`src/rtl/hazard_ctrl_pkg.sv`:
```
// hazard_ctrl_pkg: pipeline stage indices and default
// geometry shared by hazard_ctrl and reg_scoreboard.
package hazard_ctrl_pkg;

  localparam int NSTAGE_DEF = 5;
  localparam int NREG_DEF   = 32;
  localparam int CNT_W_DEF  = 2;
  localparam int PERF_W_DEF = 32;

  localparam int STG_IF  = 0;
  localparam int STG_ID  = 1;
  localparam int STG_EX  = 2;
  localparam int STG_MEM = 3;
  localparam int STG_WB  = 4;

endpackage

```
`src/rtl/hazard_ctrl_scoreboard.sv`:
```
// reg_scoreboard: pending-writer counters per register,
// retire bypass, RAW/WAW compare and sticky retire error.
// in : clk, rst, issue srcs/dst, alloc_i, retire_i/rd
// out: hit_o (RAW|WAW before gating), sb_err_o
import hazard_ctrl_pkg::*;

module reg_scoreboard #(
  parameter int NREG  = NREG_DEF,
  parameter int CNT_W = CNT_W_DEF
) (
  input  logic                    clk,
  input  logic                    rst,
  input  logic                    re1_i,
  input  logic [$clog2(NREG)-1:0] rs1_i,
  input  logic                    re2_i,
  input  logic [$clog2(NREG)-1:0] rs2_i,
  input  logic                    we_i,
  input  logic [$clog2(NREG)-1:0] rd_i,
  input  logic                    alloc_i,
  input  logic                    retire_i,
  input  logic [$clog2(NREG)-1:0] retire_rd_i,
  output logic                    hit_o,
  output logic                    sb_err_o
);

  localparam int AW = $clog2(NREG);
  localparam logic [CNT_W-1:0] CMAX = '1;

  logic [CNT_W-1:0] cnt_q [NREG];
  logic [CNT_W-1:0] eff   [NREG];
  logic             err_q;
  logic             raw;
  logic             waw;

  // Retiring writer is already visible through the
  // write-through regfile, so discount it this cycle.
  always_comb begin
    for (int r = 0; r < NREG; r++) begin
      eff[r] = cnt_q[r];
      if (retire_i && retire_rd_i == AW'(r)
          && cnt_q[r] != '0)
        eff[r] = cnt_q[r] - 1'b1;
    end
  end

  assign raw = (re1_i && eff[rs1_i] != '0)
             | (re2_i && eff[rs2_i] != '0);
  assign waw = we_i && rd_i != '0
             && eff[rd_i] == CMAX;
  assign hit_o    = raw | waw;
  assign sb_err_o = err_q;

  always_ff @(posedge clk or negedge rst) begin
    if (!rst) begin
      for (int r = 0; r < NREG; r++)
        cnt_q[r] <= '0;
      err_q <= 1'b0;
    end else begin
      for (int r = 1; r < NREG; r++) begin
        if (alloc_i && rd_i == AW'(r)) begin
          if (!(retire_i && retire_rd_i == AW'(r)
                && cnt_q[r] != '0))
            cnt_q[r] <= cnt_q[r] + 1'b1;
        end else if (retire_i
                     && retire_rd_i == AW'(r)
                     && cnt_q[r] != '0) begin
          cnt_q[r] <= cnt_q[r] - 1'b1;
        end
      end
      if (retire_i && retire_rd_i != '0
          && cnt_q[retire_rd_i] == '0)
        err_q <= 1'b1;
    end
  end

endmodule

```
`src/rtl/hazard_ctrl.sv`:
```
// hazard_ctrl: stall/bubble/flush generation, deferred
// redirect flush, scoreboard hazard and hazard counter.
// in : clk, rst, stall_req_i, issue_*, retire_*, redirect_i
// out: stall_o, bubble_o, flush_o, hazard_o, sb_err_o,
//      hazard_cnt_o
import hazard_ctrl_pkg::*;

module hazard_ctrl #(
  parameter int NSTAGE      = NSTAGE_DEF,
  parameter int NREG        = NREG_DEF,
  parameter int CNT_W       = CNT_W_DEF,
  parameter int ISSUE_STAGE = STG_ID,
  parameter int FLUSH_STAGE = STG_EX,
  parameter int PERF_W      = PERF_W_DEF
) (
  input  logic                    clk,
  input  logic                    rst,
  input  logic [NSTAGE-1:0]       stall_req_i,
  input  logic                    issue_valid_i,
  input  logic                    issue_we_i,
  input  logic [$clog2(NREG)-1:0] issue_rd_i,
  input  logic                    issue_re1_i,
  input  logic [$clog2(NREG)-1:0] issue_rs1_i,
  input  logic                    issue_re2_i,
  input  logic [$clog2(NREG)-1:0] issue_rs2_i,
  input  logic                    retire_i,
  input  logic [$clog2(NREG)-1:0] retire_rd_i,
  input  logic                    redirect_i,
  output logic [NSTAGE-1:0]       stall_o,
  output logic [NSTAGE-1:0]       bubble_o,
  output logic [NSTAGE-1:0]       flush_o,
  output logic                    hazard_o,
  output logic                    sb_err_o,
  output logic [PERF_W-1:0]       hazard_cnt_o
);

  logic              sb_hit;
  logic              hz;
  logic              alloc;
  logic              acc;
  logic              pend_q;
  logic              pend_d;
  logic [NSTAGE-1:0] req_st;
  logic [NSTAGE-1:0] st_raw;
  logic [NSTAGE-1:0] bb_raw;
  logic [NSTAGE-1:0] fl_now;
  logic [PERF_W-1:0] hcnt_q;

  reg_scoreboard #(
    .NREG  (NREG),
    .CNT_W (CNT_W)
  ) u_sb (
    .clk         (clk),
    .rst         (rst),
    .re1_i       (issue_re1_i),
    .rs1_i       (issue_rs1_i),
    .re2_i       (issue_re2_i),
    .rs2_i       (issue_rs2_i),
    .we_i        (issue_we_i),
    .rd_i        (issue_rd_i),
    .alloc_i     (alloc),
    .retire_i    (retire_i),
    .retire_rd_i (retire_rd_i),
    .hit_o       (sb_hit),
    .sb_err_o    (sb_err_o)
  );

  assign hz = rst & issue_valid_i & ~redirect_i & sb_hit;

  // A stall anywhere downstream holds every stage above it.
  always_comb begin
    acc    = 1'b0;
    req_st = '0;
    for (int k = NSTAGE - 1; k >= 0; k--) begin
      acc       = acc | stall_req_i[k];
      req_st[k] = acc;
    end
  end

  // Bubbles come from the pre-flush stall view so a stage
  // being flushed never lets wrong-path work slide down.
  always_comb begin
    st_raw = '0;
    bb_raw = '0;
    fl_now = '0;
    for (int k = 0; k < NSTAGE; k++) begin
      st_raw[k] = req_st[k] | (hz & (k <= ISSUE_STAGE));
      fl_now[k] = redirect_i & (k < FLUSH_STAGE);
    end
    for (int k = 1; k < NSTAGE; k++)
      bb_raw[k] = st_raw[k-1] & ~st_raw[k];
    fl_now[0] = fl_now[0] | (pend_q & ~st_raw[0]);
  end

  assign stall_o  = rst ? (st_raw & ~fl_now) : '0;
  assign bubble_o = rst ? (bb_raw & ~fl_now) : '0;
  assign flush_o  = rst ? fl_now : '1;
  assign hazard_o = hz;

  assign alloc = issue_valid_i & issue_we_i
               & ~st_raw[ISSUE_STAGE] & ~redirect_i;

  // Held redirect waits for fetch to move, then kills the
  // wrong-path fetch; a redirect that same cycle re-arms it.
  assign pend_d = (redirect_i & st_raw[0])
                | (pend_q & st_raw[0])
                | (pend_q & redirect_i);

  always_ff @(posedge clk or negedge rst) begin
    if (!rst) begin
      pend_q <= 1'b0;
      hcnt_q <= '0;
    end else begin
      pend_q <= pend_d;
      hcnt_q <= hcnt_q + PERF_W'(hz);
    end
  end

  assign hazard_cnt_o = hcnt_q;

endmodule
```
`config.mk`:
```
export PLATFORM = sky130hd
export DESIGN_NAME = hazard_ctrl
export DESIGN_NICKNAME = d
export VERILOG_FILES = /design/src/rtl/hazard_ctrl_pkg.sv /design/src/rtl/hazard_ctrl_scoreboard.sv /design/src/rtl/hazard_ctrl.sv
export SDC_FILE = /design/constraint.sdc
export NUM_CORES = 1
export LEC_CHECK = 0
export CORE_MARGIN = 10
export CORE_UTILIZATION = 45
export CTS_CLUSTER_SIZE = 40
export DETAILED_ROUTE_END_ITERATION = 8
export PLACE_DENSITY = 0.74
export SYNTH_ARGS = -nofsm -noshare
export SYNTH_HDL_FRONTEND = slang
export SYNTH_SLANG_ARGS = --single-unit
```
`constraint.sdc`:
```
create_clock -name clk -period 5.3 [get_ports clk]
set_input_delay 1.06 -clock clk [delete_from_list [all_inputs] [get_ports clk]]
set_output_delay 1.06 -clock clk [all_outputs]
set_load 0.02 [all_outputs]
```
Word level (Yosys, flattened, before mapping)
Index checks and enable logic that the tools add are counted.

word-level totals
  flip-flop bits (word level) = 96
  input port bits = 33
  output and inout bits = 49
  word-level logic and storage cells = 482

cells by class
  add/sub/neg operators = 64
  order comparisons = 4
  equal/unequal tests = 94
  multiplexer cells = 109
  bitwise gates (word level) = 38
  reduce and logical (&&, ||, !) cells = 139

operator list
  kind                                               number
  two-way mux 2 bit                                  102
  == test 5 bit (second input constant)              32
  logical AND 1 bit                                  101
  == test 5 x 4 -> 1 bit (second input constant)     16
  nonzero test 2 bit                                 34
  subtractor 2 x 1 -> 2 bit (second input constant)  32
  adder 2 x 1 -> 2 bit (second input constant)       31
  inequality test 2 bit (second input constant)      31
  binary-select mux 2 bit (select 5 bit)             4
  == test 5 x 3 -> 1 bit (second input constant)     8
  adder 32 x 1 -> 32 bit                             1
  >= comparator 6 bit (second input constant)        4
  inverter 5 -> 6 bit                                4
  == test 5 x 2 -> 1 bit (second input constant)     4
  two-way mux 5 bit                                  3
  AND 1 bit                                          14
  bitwise OR 1 bit                                   11
  AND 5 bit                                          2
  == test 5 x 1 -> 1 bit (second input constant)     2
  nonzero test 5 bit                                 2
  inverter 1 bit                                     6
  zero test 5 bit                                    1
  inverter 2 -> 5 bit                                1
  == test 2 bit (second input constant)              1
  zero test 2 bit                                    1

Depth between registers and ports, before layout
  depth in word-level cells = 19
  depth in mapped cells = 20
  gate-level depth less buffers = 18

By module
A second synthesis with hierarchy kept.

unflattened totals
  cell total of the unflattened synthesis = 1,025
  area total of the unflattened synthesis = 8,221.6 um2

by module, submodules not included
  module          times used  cells an instance  area an instance (um2)  seq. area each (um2)
  reg_scoreboard  1           868                6,503.7                 1,576.5
  hazard_ctrl     1           157                1,717.9                 825.8

Worst setup path before layout
No wires, ideal clock.

  kind = input port to output port
  start = input port retire_rd_i[1]
  end = output port bubble_o[2]
  arrival = 4.324 ns
  data required time = 4.240 ns
  path slack = -0.084 ns
  cell stages on the path = 13
  buffers on the path = 3
  cells stage by stage = buf_2 or2_2 or3_1 clkbuf_1 xnor2_1 mux2_2 mux4_2 o21ai_0 nand4_1 a31oi_4 buf_2 nor3_1 nor3_1

between the ends
  word-level cells in the longest chain between the ends = 16
  elaborated cells between the ends (all ways) = 150
  classes of those cells = eq/ne (32); mux (42); bitwise (6); reduce/logical (70)

ends and longest elaborated chain
  item                                                              line                                                        text
  start, declared                                                   hazard_ctrl.sv:27                                           input logic [$clog2(NREG)-1:0] retire_rd_i,
  == test 5 bit (tied with other cells)                             hazard_ctrl_scoreboard.sv:40                                if (retire_i && retire_rd_i == AW'(r)
  logical AND 1 bit                                                 hazard_ctrl_scoreboard.sv:40
  logical AND 1 bit                                                 hazard_ctrl_scoreboard.sv:41                                && cnt_q[r] != '0)
  two-way mux 2 bit, on equally long branches                       --
  binary-select mux 2 bit (select 5 bit), on equally long branches  hazard_ctrl_scoreboard.sv:46, hazard_ctrl_scoreboard.sv:47
  two-way mux 2 bit, on equally long branches (2 in series)         hazard_ctrl_scoreboard.sv:46, hazard_ctrl_scoreboard.sv:47
  nonzero test 2 bit, on equally long branches                      hazard_ctrl_scoreboard.sv:46, hazard_ctrl_scoreboard.sv:47
  logical AND 1 bit, on equally long branches                       hazard_ctrl_scoreboard.sv:46, hazard_ctrl_scoreboard.sv:47
  bitwise OR 1 bit                                                  hazard_ctrl_scoreboard.sv:47                                | (re2_i && eff[rs2_i] != '0);
  bitwise OR 1 bit (*)                                              hazard_ctrl_scoreboard.sv:50                                assign hit_o = raw | waw;
  AND 1 bit (*)                                                     hazard_ctrl.sv:68                                           assign hz = rst & issue_valid_i & ~redirect_i & sb_hit;
  via hazard_o                                                      hazard_ctrl.sv:32                                           output logic hazard_o,
  bitwise OR 1 bit (*)                                              hazard_ctrl.sv:87                                           st_raw[k] = req_st[k] | (hz & (k <= ISSUE_STAGE));
  AND 1 bit (*)                                                     hazard_ctrl.sv:91                                           bb_raw[k] = st_raw[k-1] & ~st_raw[k];
  AND 5 bit (*)                                                     hazard_ctrl.sv:96                                           assign bubble_o = rst ? (bb_raw & ~fl_now) : '0;
  two-way mux 5 bit (*)                                             hazard_ctrl.sv:96
  end, declared                                                     hazard_ctrl.sv:30                                           output logic [NSTAGE-1:0] bubble_o,

Mark *: on every way through the listed nets, which the timed path passes. The rest lies on a longest branch. The select of a mux whose other input is x is not followed.

Worst setup path after layout
  start = input port retire_rd_i[3]
  end = output port bubble_o[1]

between the ends
  word-level cells in the longest chain between the ends = 17
  elaborated cells between the ends (all ways) = 152
  classes of those cells = eq/ne (32); mux (42); bitwise (8); reduce/logical (70)

ends and longest elaborated chain
  item                                                              line
  == test 5 bit (tied with other cells)                             hazard_ctrl_scoreboard.sv:40
  logical AND 1 bit                                                 hazard_ctrl_scoreboard.sv:40
  logical AND 1 bit                                                 hazard_ctrl_scoreboard.sv:41
  two-way mux 2 bit, on equally long branches                       --
  binary-select mux 2 bit (select 5 bit), on equally long branches  hazard_ctrl_scoreboard.sv:46, hazard_ctrl_scoreboard.sv:47
  two-way mux 2 bit, on equally long branches (2 in series)         hazard_ctrl_scoreboard.sv:46, hazard_ctrl_scoreboard.sv:47
  nonzero test 2 bit, on equally long branches                      hazard_ctrl_scoreboard.sv:46, hazard_ctrl_scoreboard.sv:47
  logical AND 1 bit, on equally long branches                       hazard_ctrl_scoreboard.sv:46, hazard_ctrl_scoreboard.sv:47
  bitwise OR 1 bit                                                  hazard_ctrl_scoreboard.sv:47
  bitwise OR 1 bit (*)                                              hazard_ctrl_scoreboard.sv:50
  AND 1 bit (*)                                                     hazard_ctrl.sv:68
  bitwise OR 1 bit                                                  hazard_ctrl.sv:87
  inverter 1 bit                                                    hazard_ctrl.sv:91
  AND 1 bit (*)                                                     hazard_ctrl.sv:91
  AND 5 bit (*)                                                     hazard_ctrl.sv:96
  two-way mux 5 bit (*)                                             hazard_ctrl.sv:96

Every way passes the cells marked *; elsewhere a longest branch is shown, timed or not. The select of a mux whose other input is x is not followed.

==> flow_summary.toml <==
[cells_and_area]
design_area_sq_um = 12200
synthToLayoutAreaGrowth_pct = 38.9
utilization_pct = 63.3
fillers = 1646
layout-drive-gt1-share_pct = 29.3
antennaDiodeCount = 0
nets = 1412
multi_input_area_sq_um = 6120
seq_area_sq_um = 2400

[clock_network]
clk_path_buf_depth = 2
clock_sinks = 96
cts_root_buffer = "clkbuf_16"
clk_pin_slew_ps = 70
cts_made_buffers = 9
htree_levels = 3
clock_latency_ps = 370
cts_tree = "built"

[min_path]
min_to = "hazard_cnt_o[31]"
whs_path_depth = 1
hp-start = "hazard_cnt_o[31]"
hold_path.class = "reg2reg"

[routing]
vias = 9851
drc_errors = 0
initialDrtViolationCount = 991
first_pass_iters = 6
wl_mm = 33.2
final_antenna_net_count = 0
via_per_inst = 6.10
routedWlPerCell_um = 20.5

[outcome]
status = "completed"

[yosys]
ys_seq_elements = 96
yosysWarnings = 2
syn_area_sq_um = 8810
synth.top_cell.area_share_pct = 27.3
synthArstFlopShare_pct = 100
synth_edf_count = 0
yosys.area.top_type = "dfrtp_1"
ys.flop_type = "dfrtp_1"
synth_cells = 1046
synth_area_leaders = "dfrtp_1, xnor2_1, ha_1"
syn_avg_cell_area_sq_um = 8.42
ys_seq_area_share_pct = 27.3
synth_fp_nets = 1112
yosysUniqueCellTypes = 83

[global_routing]
antenna_found_initial = 0
grt-ovfl-total = 0
grt_pass1_wl_mm = 52.1
track_usage_pct = 25.2
grt_pass1_vias = 9734
grt_max_degree = 68

[power]
leakage_nw = 4.96
pwr_density_cell_nw_per_um2 = 340
vdd_drop_max_v = 0.000225

[setup_path]
arrival_ps = 4150
r2r_setup_slack_ps = 850
cp-end-kind = "primary output"
reg2reg_to = "hazard_cnt_o[30]"
worstPathMaxFanout = 6
start_kind = "input pin"
setup.worst_path.class = "in2out"
required_ps = 4240
r2r_start = "u_sb.cnt_q[40]"
r2r_cells = 21

[place]
hpwl_mm = 26.3
dpl-instance-area_sq_um = 11600
io_buffers = 80
gp_congestion = 1.06

[timing]
timing.final.crit_period_ps = 5210
max_freq_mhz = 192
slew_violations = 0
rsz0062_at_grt = "no"
finalCritPeriodShare_pct = 98.2
fin_skew_ps = 18.0
tightest_slew_ps = 1150
relSlewSlack_pct = 23.4
setup_viol = 0
hold_viol_final = 0

[floorplanning]
start_util_pct = 45.6
dieArea_sq_um = 25600
die_h_um = 160
rows = 51
core_sq_um = 19300
io_pins = 82
die_w_um = 160

[run]
maxCapViolCount = 0
[synthesized netlist by cell type, drive strengths merged, types with 9 or more instances]
master  count
dfrtp      96
nand2      82
xnor2      78
inv        77
nor2       56
o21ai      50
a21oi      43
nor4       38
clkbuf     35
nand3      35
nor3       35
ha         33
o22ai      31
maj3       28
or3        28
buf        22
a211oi     19
o311ai     17
mux2i      16
o211ai     15
mux2       14
xor2       13
a31oi      12
nand2b     12
nand4      12
and2        9
and3        9
o31ai       9
or2         9
[metrics by stage]
| stage | worst slack, ps | TNS [ps] | instances | hold slack [ps] | total power, W |
|---|---|---|---|---|---|
| after floorplan | 54.4 | 0 | 1046 | 462 | 0.00254 |
| after global placement | -847 | -14140 | 1593 | 461 | 0.00332 |
| after detailed placement | -849 | -16470 | 1593 | 471 | 0.00337 |
| after CTS | 2.46 | 0 | 1617 | 481 | 0.00411 |
| after global routing | 3.33 | 0 | 1616 | 505 | 0.00444 |
| final | 94.9 | 0 | 1616 | 476 | 0.00416 |
[cell families (layout without fill, tap and decap cells)]
family	after synthesis	after routing	share of synthesized area, %
and+or+nand+nor	366	366	24.2
AOI/OAI and AO/OA	263	263	20.7
buffers and inverters	134	439	6.15
DFF	96	96	27.3
xor gates and xnor gates	91	91	9.05
adders and majority gates	61	61	7.88
muxes	34	34	4.63
other	1	1	0.0426
[power breakdown]
| group | leakage, nW | switching (W) | internal [W] |
|---|---|---|---|
| Sequential | 1.24 | 0.000252 | 0.000932 |
| Combinational | 3.58 | 0.00123 | 0.00108 |
| Clock | 0.144 | 0.000336 | 0.000329 |
[layout make-up]
| cell class | count | share of cell area, % |
|---|---|---|
| Timing Repair Buffer | 346 | 22.9 |
| Clock buffer | 9 | 1.84 |
| Tap cell | 265 | 2.71 |
| Inverter | 77 | 2.36 |
| Clock inverter | 7 | 0.511 |
| Sequential cell | 96 | 19.6 |
| Multi-Input combinational cell | 816 | 50.0 |
[timing repair]
action | CTS | global route
setup buffers | 6 | 0
resized for setup | 87 | 16
cloned | 2 | 0
pin swaps | 18 | 8
hold buffers | 0 | 0
endpoints found under the setup margin | 19 | 10
[worst max-delay path by stage]
stage	slack, ps	end	depth (start not counted)	startpoint
floorplan	50	hazard_cnt_o[31]	19	retire_rd_i[1]
global placement	-850	flush_o[0]	15	retire_rd_i[4]
detailed placement	-850	bubble_o[1]	14	retire_rd_i[4]
CTS	2	bubble_o[1]	14	retire_rd_i[2]
global route	3	stall_o[0]	16	retire_rd_i[3]
finish	90	bubble_o[1]	16	retire_rd_i[3]
[per-layer routing]
layer	routed length [um]	part of all wire, %	track usage [%]
met5	0	0	0
met3	2980	9.0	6.14
met2	15100	46	41.0
met4	1590	4.8	11.9
met1	13500	41	30.7
[flip-flops by register name, summed over array words and instances, names as in the netlist]
| signal | count |
|---|---|
| u_sb.sb_err_o | 1 |
| hazard_cnt_o | 32 |
| pend_q | 1 |
| u_sb.cnt_q | 62 |
[worst max-delay path, cell delays in order]
cell and delay, ps:
clkbuf_2 130, buf_4 170, nand4b_1 210, buf_6 170, buf_4 130, or3_1 320, buf_4 160, o311a_1 290
o21ai_0 350, and4_1 270, a31oi_2 110, a31oi_4 280, buf_6 160, nor3_4 50, and3_4 160, buf_6 120
[placed cells by master, fill, tap and decap left out, types with 9 or more instances in the layout]
cell,count
buf_4,257
dfrtp_1,96
nand2_1,80
inv_1,77
xnor2_1,76
clkdlybuf4s50_1,67
nor2_1,55
o21ai_0,48
a21oi_1,43
nand3_1,35
ha_1,33
o22ai_1,31
maj3_1,27
nor3_1,23
nor4_2,23
or3_1,19
a211oi_1,19
o311ai_0,15
o211ai_1,15
nor4_1,14
xor2_1,13
nand4_1,12
mux2_2,12
mux2i_1,12
nand2b_1,11
a31oi_1,10
nor3_2,10
or3_4,9
and2_1,9
clkbuf_16,9
buf_6,9
(Power assumes the default switching activity.)
